### config.mk
export PLATFORM = sky130hd
export DESIGN_NAME = a2d_spi_resp
export DESIGN_NICKNAME = d
export VERILOG_FILES = /design/src/rtl/a2d_spi_resp.sv
export SDC_FILE = /design/constraint.sdc
export NUM_CORES = 1
export LEC_CHECK = 0
export BUFFER_PORTS_ARGS = -buffer_cell sky130_fd_sc_hd__buf_2
export CAP_MARGIN = 20
export CELL_PAD_IN_SITES_DETAIL_PLACEMENT = 2
export CELL_PAD_IN_SITES_GLOBAL_PLACEMENT = 2
export CORE_MARGIN = 2
export CORE_UTILIZATION = 42
export CTS_BUF_LIST = sky130_fd_sc_hd__clkbuf_4
export DETAILED_ROUTE_END_ITERATION = 10
export PLACE_DENSITY = 0.86
export SYNTH_ARGS = -nofsm -noshare
export SYNTH_HDL_FRONTEND = slang
export SYNTH_SLANG_ARGS = --single-unit
### constraint.sdc
create_clock -name clk -period 2.8 [get_ports clk]
set_input_delay 0 -clock clk [delete_from_list [all_inputs] [get_ports clk]]
set_output_delay 0 -clock clk [all_outputs]
set_load 0.05 [all_outputs]
### src/rtl/a2d_spi_resp.sv
// A2D conversion responder: two 16-bit SPI frames to an ADC128S per request, 12-bit result out.
// Optional build macro A2D_RES_INV_EN inverts the returned result (IR photo-sensor polarity).
//
// state | meaning
// ------+-----------------------------------------------------------
// IDLE  | waiting for a request; a captured request starts frame 1
// FRM1  | SS_n low, sending channel select, receive data discarded
// GAP   | SS_n high for two clocks between frames
// FRM2  | SS_n low, channel word resent, result shifted in
module a2d_spi_resp #(
  parameter int SCLK_W = 5
) (
  input  logic        clk,
  input  logic        rst_n,
  input  logic        strt_cnv,
  input  logic [2:0]  chnnl,
  output logic        cnv_cmplt,
  output logic [11:0] res,
  output logic        SS_n,
  output logic        SCLK,
  output logic        MOSI,
  input  logic        MISO
);

  typedef enum logic [1:0] {
    IDLE = 2'd0,
    FRM1 = 2'd1,
    GAP  = 2'd2,
    FRM2 = 2'd3
  } state_t;

  localparam logic [SCLK_W-1:0] CNT_MAX   = {SCLK_W{1'b1}};
  localparam logic [SCLK_W-1:0] RISE_PT   = CNT_MAX >> 1;
  localparam logic [SCLK_W-1:0] CNT_START = CNT_MAX - SCLK_W'(8);

  state_t            state;
  logic [SCLK_W-1:0] cnt;
  logic [SCLK_W-1:0] cnt_inc;
  logic [4:0]        bit_cnt;
  logic [15:0]       tx_reg;
  logic [11:0]       rx_reg;
  logic [2:0]        ch_q;
  logic              req_q;
  logic              gap_q;
  logic              frm_done;
  logic              shift_pt;

  assign cnt_inc  = cnt + 1'b1;
  assign frm_done = (cnt == CNT_MAX) && (bit_cnt == 5'd16);
  // Falling-edge shifts only between the first and last rising edge of the frame.
  assign shift_pt = (cnt == CNT_MAX) && (bit_cnt != 5'd0) && !bit_cnt[4];
  assign MOSI     = tx_reg[15];

  always_ff @(posedge clk or negedge rst_n) begin
    if (!rst_n) begin
      state     <= IDLE;
      cnt       <= '0;
      bit_cnt   <= '0;
      tx_reg    <= '0;
      rx_reg    <= '0;
      ch_q      <= '0;
      req_q     <= 1'b0;
      gap_q     <= 1'b0;
      SS_n      <= 1'b1;
      SCLK      <= 1'b1;
      cnv_cmplt <= 1'b0;
      res       <= '0;
    end else begin
      // Request and channel are captured together, only while idle; busy requests are dropped.
      req_q <= (state == IDLE) && strt_cnv && !req_q;
      if ((state == IDLE) && strt_cnv && !req_q)
        ch_q <= chnnl;

      case (state)
        IDLE: begin
          if (req_q) begin
            SS_n      <= 1'b0;
            SCLK      <= 1'b1;
            cnt       <= CNT_START;
            bit_cnt   <= '0;
            tx_reg    <= {2'b00, ch_q, 11'h000};
            cnv_cmplt <= 1'b0;
            state     <= FRM1;
          end
        end

        FRM1, FRM2: begin
          if (frm_done) begin
            SS_n  <= 1'b1;
            SCLK  <= 1'b1;
            gap_q <= 1'b0;
            if (state == FRM1) begin
              state <= GAP;
            end else begin
`ifdef A2D_RES_INV_EN
              res <= ~rx_reg;
`else
              res <= rx_reg;
`endif
              cnv_cmplt <= 1'b1;
              state     <= IDLE;
            end
          end else begin
            cnt  <= cnt_inc;
            SCLK <= cnt_inc[SCLK_W-1];
            if (cnt == RISE_PT) begin
              rx_reg  <= {rx_reg[10:0], MISO};
              bit_cnt <= bit_cnt + 5'd1;
            end
            if (shift_pt)
              tx_reg <= {tx_reg[14:0], 1'b0};
          end
        end

        GAP: begin
          if (!gap_q) begin
            gap_q <= 1'b1;
          end else begin
            SS_n    <= 1'b0;
            SCLK    <= 1'b1;
            cnt     <= CNT_START;
            bit_cnt <= '0;
            tx_reg  <= {2'b00, ch_q, 11'h000};
            state   <= FRM2;
          end
        end

        default: state <= IDLE;
      endcase
    end
  end

endmodule

==> flow_metrics.py, run 1 <==
metrics = {
    "run_status": {
        "run_status": "complete, no violations",
    },
    "cells_and_area": {
        "final_cell_mix": "dfrtp_1, mux2_2, buf_2",
        "stdcell_area_um2": 2520,
        "antennaDiodeCount": 0,
        "regArea_um2": 1230,
        "n_fill_cell": 536,
        "area_delta_synth_final_pct": 15.1,
        "final_common_cell": "dfrtp_1",
        "nNetsFinal": 219,
        "final_cell_count_no_fill": 274,
        "multi_input_area_um2": 897,
        "drive_above_1_share": 0.333,
    },
    "worst_setup_path": {
        "crit_top_cell": "ha_1",
        "crit_buf_inv": 1,
        "critPathLaunchType": "flop",
        "worst_path_dominant_cell_family": "simple AND/OR/NAND/NOR gates",
        "worst_setup_path_end_kind": "flop",
        "path_max_fanout": 12,
        "cp_slowest_cell": "dfrtp_1",
        "critPathKind": "flop to flop",
        "critPathArrivalTime_ps": 2670,
        "cp_cell_sequence": "ha_1, and3_1, ha_1, nand2_1, or2_1, nor3b_4, buf_4, mux2_2",
        "cpPeakStageDelay_ps": 420,
        "required_ps": 3060,
    },
    "min_path": {
        "min_path_type": "primary input to async pin",
    },
    "timing": {
        "drv_slew": 0,
        "fin_worst_skew_ps": 8.05,
        "hold_ws_ps": 67.5,
        "fmax_ghz": 0.414,
        "worst_pin_slew_ps": 566,
        "post-route-min-period_ps": 2410,
        "rsz0062_at_grt": "false",
        "setup_viol": 0,
        "relSlewSlack": 0.621,
        "setup_tns_ps": 0,
        "finalHoldViolations": 0,
        "fin_crit_sh": 0.862,
    },
    "clocking": {
        "clock_sinks": 49,
        "cts_root_buffer": "clkbuf_4",
        "cts_tree": "yes",
        "cts-resized-gates": 0,
        "cts_buffers": 5,
        "clkTransAtPathRegs_ps": 140,
        "cts.path.max_buffers": 2,
        "htree_levels": 2,
        "clk_latency_ps": 360,
    },
    "power": {
        "leakagePower_uw": 0.00129,
        "vdd_drop_max_mv": 0.302,
        "p_per_area_nw_per_um2": 779,
    },
    "synth": {
        "synth_nets": 187,
        "seq_area_frac_synth": 0.560,
        "synth_cell_type_count": 40,
        "ys_ff_latch": 49,
        "synth_area_leaders": "dfrtp_1, mux2_2, ha_1",
        "synth_top_area_frac": 0.536,
        "syn_inst": 171,
        "synth-edff-count": 0,
        "avgSynthCellArea_um2": 12.8,
        "syn_area_um2": 2190,
        "synth_warnings": 0,
        "synthFlopType": "dfrtp_1",
        "async_reset_ff_frac": 1.00,
        "yosysTopAreaCell": "dfrtp_1",
    },
    "global_routing": {
        "busiest_layer": "met2",
        "use_met3": 0.0438,
        "antenna_found_initial": 0,
        "grt_overflow_total": 0,
        "met1_usage": 0.230,
        "grt_pass1_vias": 1646,
        "grt_max_degree": 50,
        "use_met2": 0.337,
        "grt.total_usage": 0.190,
        "grt_pass1_wl_um": 8700,
    },
    "detailed_routing": {
        "viasPerCell": 5.48,
        "drc": 0,
        "dr.pass1.iters": 4,
        "routed_wl_um": 5230,
        "wl_per_cell_um": 19.1,
        "antenna_left": 0,
        "vias": 1502,
        "drt_iter0_markers": 84,
    },
    "placement": {
        "place_area_um2": 2360,
        "port_buffers": 22,
        "dpl.hpwl_um": 3560,
        "dpl.cell_count": 259,
        "place.gp.congestion": 0.719,
    },
    "die": {
        "coreArea_um2": 5070,
        "die_h_um": 76.3,
        "pin_count": 23,
        "die_x_um": 76.3,
        "rows": 26,
        "initial_utilization": 0.432,
        "dieArea_um2": 5820,
    },
    "job": {
        "drv_cap": 0,
    },
}
## synthesized netlist by cell type, types with 3 or more instances
master and number:
nor3_1 3, clkbuf_1 3, a2bb2oi_1 3, dfrtp_1 47, ha_1 9, a21oi_1 9
mux2_2 29, nand2_1 7, nand4_1 3, o22ai_1 3, inv_1 7, o21ai_0 3
nor2_1 8
## report_power, final
| part | internal (uW) | total [uW] | switching, uW |
|---|---|---|---|
| registers | 840 | 936 | 95.8 |
| logic | 268 | 617 | 349 |
| clock network | 196 | 412 | 217 |
| total | 1300 | 1970 | 661 |
## area by class of cell
type | count | share of cell area
Clock buffer | 6 | 0.0178
Clock inverter | 2 | 0.0134
Inverter | 7 | 0.0104
Multi-Input combinational cell | 109 | 0.355
Sequential cell | 49 | 0.487
Tap cell | 70 | 0.0347
Timing Repair Buffer | 31 | 0.0813
## metrics by stage
stage | setup WS [ps] | utilization | total power [uW]
after detailed placement | 415 | 0.466 | 1550
after CTS | 370 | 0.493 | 1980
after global placement | 530 | 0.466 | 1490
after floorplan | 628 | - | 1370
final | 385 | 0.497 | 1970
after global routing | 226 | 0.497 | 2100
## metal layers
layer / vias up / wire length (um)
li1: 682 / -
met3: 8 / 177
met5: - / 0
met4: 0 / 75
met1: 789 / 2210
met2: 23 / 2760
## logic make-up after synthesis
kind of cell | synth area share
buf+inv | 0.0308
fa+ha+maj | 0.0513
simple gates | 0.0993
flops | 0.560
compound gates | 0.0953
mux | 0.163
## timing repair
action	CTS	global route
hold endpoints to repair	52	0
hold buffers	6	0
setup buffers	0	0
## path summary, 6_finish.rpt
path | from | endpoint | slack [ps] | depth (start not counted)
min in group clk | chnnl[0] | ch_q[0]$_DFFE_PN0P_ | 410 | 3
max reg2reg | cnt[0]$_DFFE_PN0P_ | res[7]$_DFFE_PN0P_ | 390 | 8
max in group asynchronous | rst_n | SCLK$_DFFE_PN1P_ | 2150 | 3
max | cnt[0]$_DFFE_PN0P_ | res[7]$_DFFE_PN0P_ | 390 | 8
min | rst_n | tx_reg[13]$_DFFE_PN0P_ | 70 | 2
min reg2reg | tx_reg[15]$_DFFE_PN0P_ | tx_reg[15]$_DFFE_PN0P_ | 500 | 1
Power figures use the tool's default switching activity.
==> run 2, diff against run 1 <==
==> config.mk (replaced) <==
export PLATFORM = sky130hd
export DESIGN_NAME = a2d_spi_resp
export DESIGN_NICKNAME = d
export VERILOG_FILES = /design/src/rtl/a2d_spi_resp.sv
export SDC_FILE = /design/constraint.sdc
export NUM_CORES = 1
export LEC_CHECK = 0
export BUFFER_PORTS_ARGS = -buffer_cell sky130_fd_sc_hd__buf_2
export CAP_MARGIN = 20
export CELL_PAD_IN_SITES_DETAIL_PLACEMENT = 1
export CELL_PAD_IN_SITES_GLOBAL_PLACEMENT = 1
export CORE_MARGIN = 2
export CORE_UTILIZATION = 49
export CTS_BUF_LIST = sky130_fd_sc_hd__clkbuf_4
export DETAILED_ROUTE_END_ITERATION = 10
export PLACE_DENSITY = 0.85
export SYNTH_ARGS = -nofsm -noshare
export SYNTH_HDL_FRONTEND = slang
export SYNTH_SLANG_ARGS = --single-unit
==> run 2 against run 1 <==
  * Maximum frequency is 0.92% lower
  * Sequential cell count stayed put
  * Global-route usage is 1.7 points higher
  * Highest routed layer unchanged
==> flow_metrics.py, run 2 (synthesis gave the netlist of run 1 again) <==
metrics = {
    "worst_setup_path": {
        "required_ps": 3060,
        "critPathLaunchType": "flop",
        "rrSetupSlack_ps": 360,
        "worst_setup_path_end_kind": "flop",
        "cp_cell_sequence": "inv_1, ha_1, or3b_4, or2_1, nor3b_4, buf_4, mux2_2",
        "path_depth": 7,
        "path_max_fanout": 12,
        "critPathArrivalTime_ps": 2690,
        "worst_path_dominant_cell_family": "simple AND/OR/NAND/NOR gates",
        "reg2reg_to": "res[7]$_DFFE_PN0P_",
        "cpPeakStageDelay_ps": 430,
        "critPathKind": "flop to flop",
        "r2r-start": "bit_cnt[0]$_DFFE_PN0P_",
        "rr_worst_depth": 7,
        "crit_buf_inv": 2,
        "cp_slowest_cell": "dfrtp_1",
    },
    "cells_and_area": {
        "n_fill_cell": 455,
        "postLayoutCoreUtil": 0.573,
        "antennaDiodeCount": 0,
        "multi_input_area_um2": 897,
        "nNetsFinal": 219,
        "final_common_cell": "dfrtp_1",
        "final_cell_mix": "dfrtp_1, mux2_2, buf_2",
        "area_delta_synth_final_pct": 12.9,
        "drive_above_1_share": 0.333,
        "regArea_um2": 1230,
    },
    "timing": {
        "setup_viol": 0,
        "fin_crit_sh": 0.870,
        "relSlewSlack": 0.565,
        "fmax_ghz": 0.410,
        "finalHoldViolations": 0,
        "drv_slew": 0,
        "setup_tns_ps": 0,
        "worst_pin_slew_ps": 650,
        "rsz0062_at_grt": "false",
        "fin_worst_skew_ps": 13.9,
        "post-route-min-period_ps": 2440,
    },
    "detailed_routing": {
        "viasPerCell": 5.81,
        "wl_per_cell_um": 18.6,
        "drc": 0,
        "drt_iter0_markers": 53,
        "dr.pass1.iters": 4,
        "antenna_left": 0,
        "routed_wl_um": 4760,
        "vias": 1488,
    },
    "global_routing": {
        "grt.total_usage": 0.207,
        "grt_pass1_wl_um": 8090,
        "grt_pass1_vias": 1647,
        "grt_overflow_total": 0,
        "grt_max_degree": 50,
        "antenna_found_initial": 0,
    },
    "power": {
        "vdd_drop_max_mv": 0.482,
        "leakagePower_uw": 0.00128,
        "p_per_area_nw_per_um2": 757,
    },
    "clocking": {
        "cts_root_buffer": "clkbuf_4",
        "cts_tree": "yes",
        "htree_levels": 2,
        "cts-resized-gates": 0,
        "clkTransAtPathRegs_ps": 150,
        "clk_latency_ps": 370,
        "cts_buffers": 5,
        "cts_setup_buffers": 0,
        "cts.path.max_buffers": 2,
        "clock_sinks": 49,
        "postCtsHoldBufs": 6,
    },
    "die": {
        "die_h_um": 70.9,
        "coreArea_um2": 4320,
        "pin_count": 23,
        "rows": 24,
        "initial_utilization": 0.507,
        "dieArea_um2": 5030,
        "die_x_um": 70.9,
    },
    "placement": {
        "port_buffers": 22,
        "dpl.hpwl_um": 3400,
        "place.gp.congestion": 0.834,
    },
    "min_path": {
        "min_path_type": "primary input to async pin",
    },
    "run_status": {
        "run_status": "complete, no violations",
    },
    "job": {
        "drv_cap": 0,
    },
}
## run 2: cell count changes in the layout (fill, tap and decap cells not counted)
cell | before | now
clkinv_4 | 0 | 1
clkinv_2 | 0 | 1
bufinv_16 | 1 | 0
clkbuf_4 | 6 | 5
## run 2: worst max path at each step
stage	start	end	slack, ps
4_1_cts	bit_cnt[0]$_DFFE_PN0P_	res[7]$_DFFE_PN0P_	360
6_report	bit_cnt[0]$_DFFE_PN0P_	res[7]$_DFFE_PN0P_	360
2_1_floorplan	bit_cnt[0]$_DFFE_PN0P_	res[0]$_DFFE_PN0P_	630
3_5_place_dp	bit_cnt[0]$_DFFE_PN0P_	res[2]$_DFFE_PN0P_	400
5_1_grt	cnt[0]$_DFFE_PN0P_	res[8]$_DFFE_PN0P_	270
3_3_place_gp	bit_cnt[0]$_DFFE_PN0P_	res[5]$_DFFE_PN0P_	540
## run 2: routing by layer
layer	global-route usage	share of wire
met1	0.257	0.41
met2	0.362	0.53
met3	0.0570	0.044
met4	0.0503	0.011
met5	0	0
## run 2: power breakdown
part           internal, uW  switching, uW  leakage [uW]
registers               840           96.6      0.000636
logic                   268            348      0.000612
clock network          95.7            226     0.0000326
## run 2: per-stage QoR
stage	area, um2	hold slack [ps]	total power [uW]	setup slack, ps	cells
4_1_cts	2460	384	1880	360	255
3_3_place_gp	2340	226	1480	543	241
5_1_grt	2480	16.1	1990	275	256
3_5_place_dp	2340	242	1560	397	241
6_report	2480	23.6	1870	363	256
2_1_floorplan	2190	-296	1370	628	171
## run 2: final cells by class
cell class              instances  area share
repair buffers                 31      0.0828
well taps                      52      0.0263
flip-flops and latches         49       0.496
inverters                       7      0.0106
multi-input cells             109       0.362
clock buffers                   5      0.0152
clock inverters                 3     0.00707
==> run 3, diff against run 2 <==
--- a/config.mk
+++ b/config.mk
@@ -9,6 +9,7 @@
 export CAP_MARGIN = 20
 export CELL_PAD_IN_SITES_DETAIL_PLACEMENT = 1
 export CELL_PAD_IN_SITES_GLOBAL_PLACEMENT = 1
+export CORE_ASPECT_RATIO = 2
 export CORE_MARGIN = 2
 export CORE_UTILIZATION = 49
 export CTS_BUF_LIST = sky130_fd_sc_hd__clkbuf_4
==> constraint.sdc (replaced) <==
create_clock -name clk -period 2.8 [get_ports clk]
set_input_delay 0.14 -clock clk [delete_from_list [all_inputs] [get_ports clk]]
set_output_delay 0.14 -clock clk [all_outputs]
set_load 0.05 [all_outputs]
==> run 3 against run 2 <==
  * Final cell count is 0.39% lower
  * Sequential power is 0.4% lower
  * Via count shrank 1.5%
  * Global-route usage rose by 0.42 points
  * Die area grew 0.64%
  * Sequential cell count stayed put
  * Critical path depth grew 1
  * Largest power group unchanged
  * Highest routed layer unchanged
==> flow_metrics.py, run 3 (synthesis gave the netlist of run 1 again) <==
metrics = {
    "run_status": {
        "run_status": "complete, no violations",
    },
    "die": {
        "rows": 34,
        "dieArea_um2": 5060,
        "pin_count": 23,
        "die_h_um": 98.6,
        "initial_utilization": 0.505,
        "coreArea_um2": 4340,
        "die_x_um": 51.3,
    },
    "worst_setup_path": {
        "crit_top_cell": "ha_1",
        "rrSetupSlack_ps": 410,
        "worst_setup_path_end_kind": "flop",
        "required_ps": 3040,
        "worst_path_dominant_cell_family": "simple AND/OR/NAND/NOR gates",
        "critPathLaunchType": "flop",
        "critPathArrivalTime_ps": 2640,
        "critPathKind": "flop to flop",
        "cp_slowest_cell": "dfrtp_1",
        "cpPeakStageDelay_ps": 420,
        "path_max_fanout": 12,
        "crit_buf_inv": 1,
        "cp_cell_sequence": "ha_1, and3_1, ha_1, nand2_1, or2_1, nor3b_4, buf_4, mux2_2",
    },
    "detailed_routing": {
        "vias": 1465,
        "drc": 0,
        "wl_per_cell_um": 18.2,
        "routed_wl_um": 4640,
        "drt_iter0_markers": 14,
        "viasPerCell": 5.75,
        "antenna_left": 0,
        "dr.pass1.iters": 4,
    },
    "clocking": {
        "cts_buffers": 5,
        "cts_tree": "yes",
        "clock_sinks": 49,
        "clk_latency_ps": 360,
        "cts_root_buffer": "clkbuf_4",
        "cts.path.max_buffers": 2,
        "clkTransAtPathRegs_ps": 140,
        "htree_levels": 2,
    },
    "power": {
        "leakagePower_uw": 0.00127,
        "vdd_drop_max_mv": 0.478,
        "p_per_area_nw_per_um2": 747,
    },
    "cells_and_area": {
        "final_cell_count_no_fill": 255,
        "nNetsFinal": 216,
        "drive_above_1_share": 0.338,
        "area_delta_synth_final_pct": 11.4,
        "final_cell_mix": "dfrtp_1, mux2_2, buf_2",
        "postLayoutCoreUtil": 0.563,
        "n_fill_cell": 468,
        "antennaDiodeCount": 0,
        "final_common_cell": "dfrtp_1",
    },
    "timing": {
        "drv_slew": 0,
        "fin_worst_skew_ps": 13.9,
        "setup_tns_ps": 0,
        "worst_pin_slew_ps": 723,
        "setup_viol": 0,
        "finalHoldViolations": 0,
        "fmax_ghz": 0.418,
        "rsz0062_at_grt": "false",
        "relSlewSlack": 0.514,
        "post-route-min-period_ps": 2390,
        "setup_ws_ps": 406,
        "fin_crit_sh": 0.855,
    },
    "placement": {
        "dpl_worst_slack_ps": 443,
        "place.gp.congestion": 0.923,
        "port_buffers": 22,
        "dpl.cell_count": 244,
        "dpl.hpwl_um": 3660,
    },
    "global_routing": {
        "grt_max_degree": 50,
        "grt_pass1_vias": 1666,
        "grt.total_usage": 0.212,
        "grt_overflow_total": 0,
        "antenna_found_initial": 0,
        "grt_pass1_wl_um": 7850,
    },
    "min_path": {
        "min_path_type": "primary input to flop",
    },
    "job": {
        "drv_cap": 0,
    },
}
run 3: cell count changes in the layout (fill, tap and decap cells not counted):
cell	delta
buf_4	+1
clkinv_1	+1
clkinv_4	-1
dlygate4sd3_1	-4
run 3: per-stage QoR:
step           cell area [um2]  total power (uW)  hold WS (ps)
6_report                  2440              1820          18.0
5_1_grt                   2440              1950          2.34
4_1_cts                   2410              1840          8.91
3_5_place_dp              2350              1540           385
3_3_place_gp              2350              1490           361
2_1_floorplan             2190              1370          -156
run 3: metal layers:
layer / up-vias / routed length (um) / GRT usage
li1: 672 / - / -
met1: 745 / 1510 / 0.194
met2: 28 / 2820 / 0.409
met3: 20 / 82 / 0.0348
met4: 0 / 225 / 0.121
met5: - / 0 / 0
run 3: report_power, final:
part / leakage, uW / switching [uW] / internal (uW) / total [uW]
logic: 0.000600 / 333 / 263 / 596
clock network: 0.0000300 / 205 / 91.2 / 296
registers: 0.000636 / 92.2 / 840 / 932
run 3: cell type report:
| class | count | area (um2) | area share |
|---|---|---|---|
| clock buffer | 5 | 37.5 | 0.0154 |
| inverter | 7 | 26.3 | 0.0108 |
| tap | 54 | 67.6 | 0.0277 |
| sequential | 49 | 1230 | 0.503 |
| timing repair buffer | 28 | 173 | 0.0707 |
| multi-input combinational | 109 | 897 | 0.367 |
| clock inverter | 3 | 12.5 | 0.00512 |
run 3: final timing paths:
path,start,end,depth (start not counted)
hold reg to reg,tx_reg[15]$_DFFE_PN0P_,tx_reg[15]$_DFFE_PN0P_,1
min in group asynchronous,rst_n,bit_cnt[4]$_DFFE_PN0P_,2
max in group asynchronous,rst_n,res[0]$_DFFE_PN0P_,3
setup / recovery,cnt[0]$_DFFE_PN0P_,res[9]$_DFFE_PN0P_,8
setup reg to reg,cnt[0]$_DFFE_PN0P_,res[9]$_DFFE_PN0P_,8
hold / removal,chnnl[0],ch_q[0]$_DFFE_PN0P_,2
run 3: what timing repair did:
action,4_1_cts,5_1_grt
gates resized for setup,0,0
buffers inserted,0,0
hold buffers,1,1
hold endpoints to repair,26,1
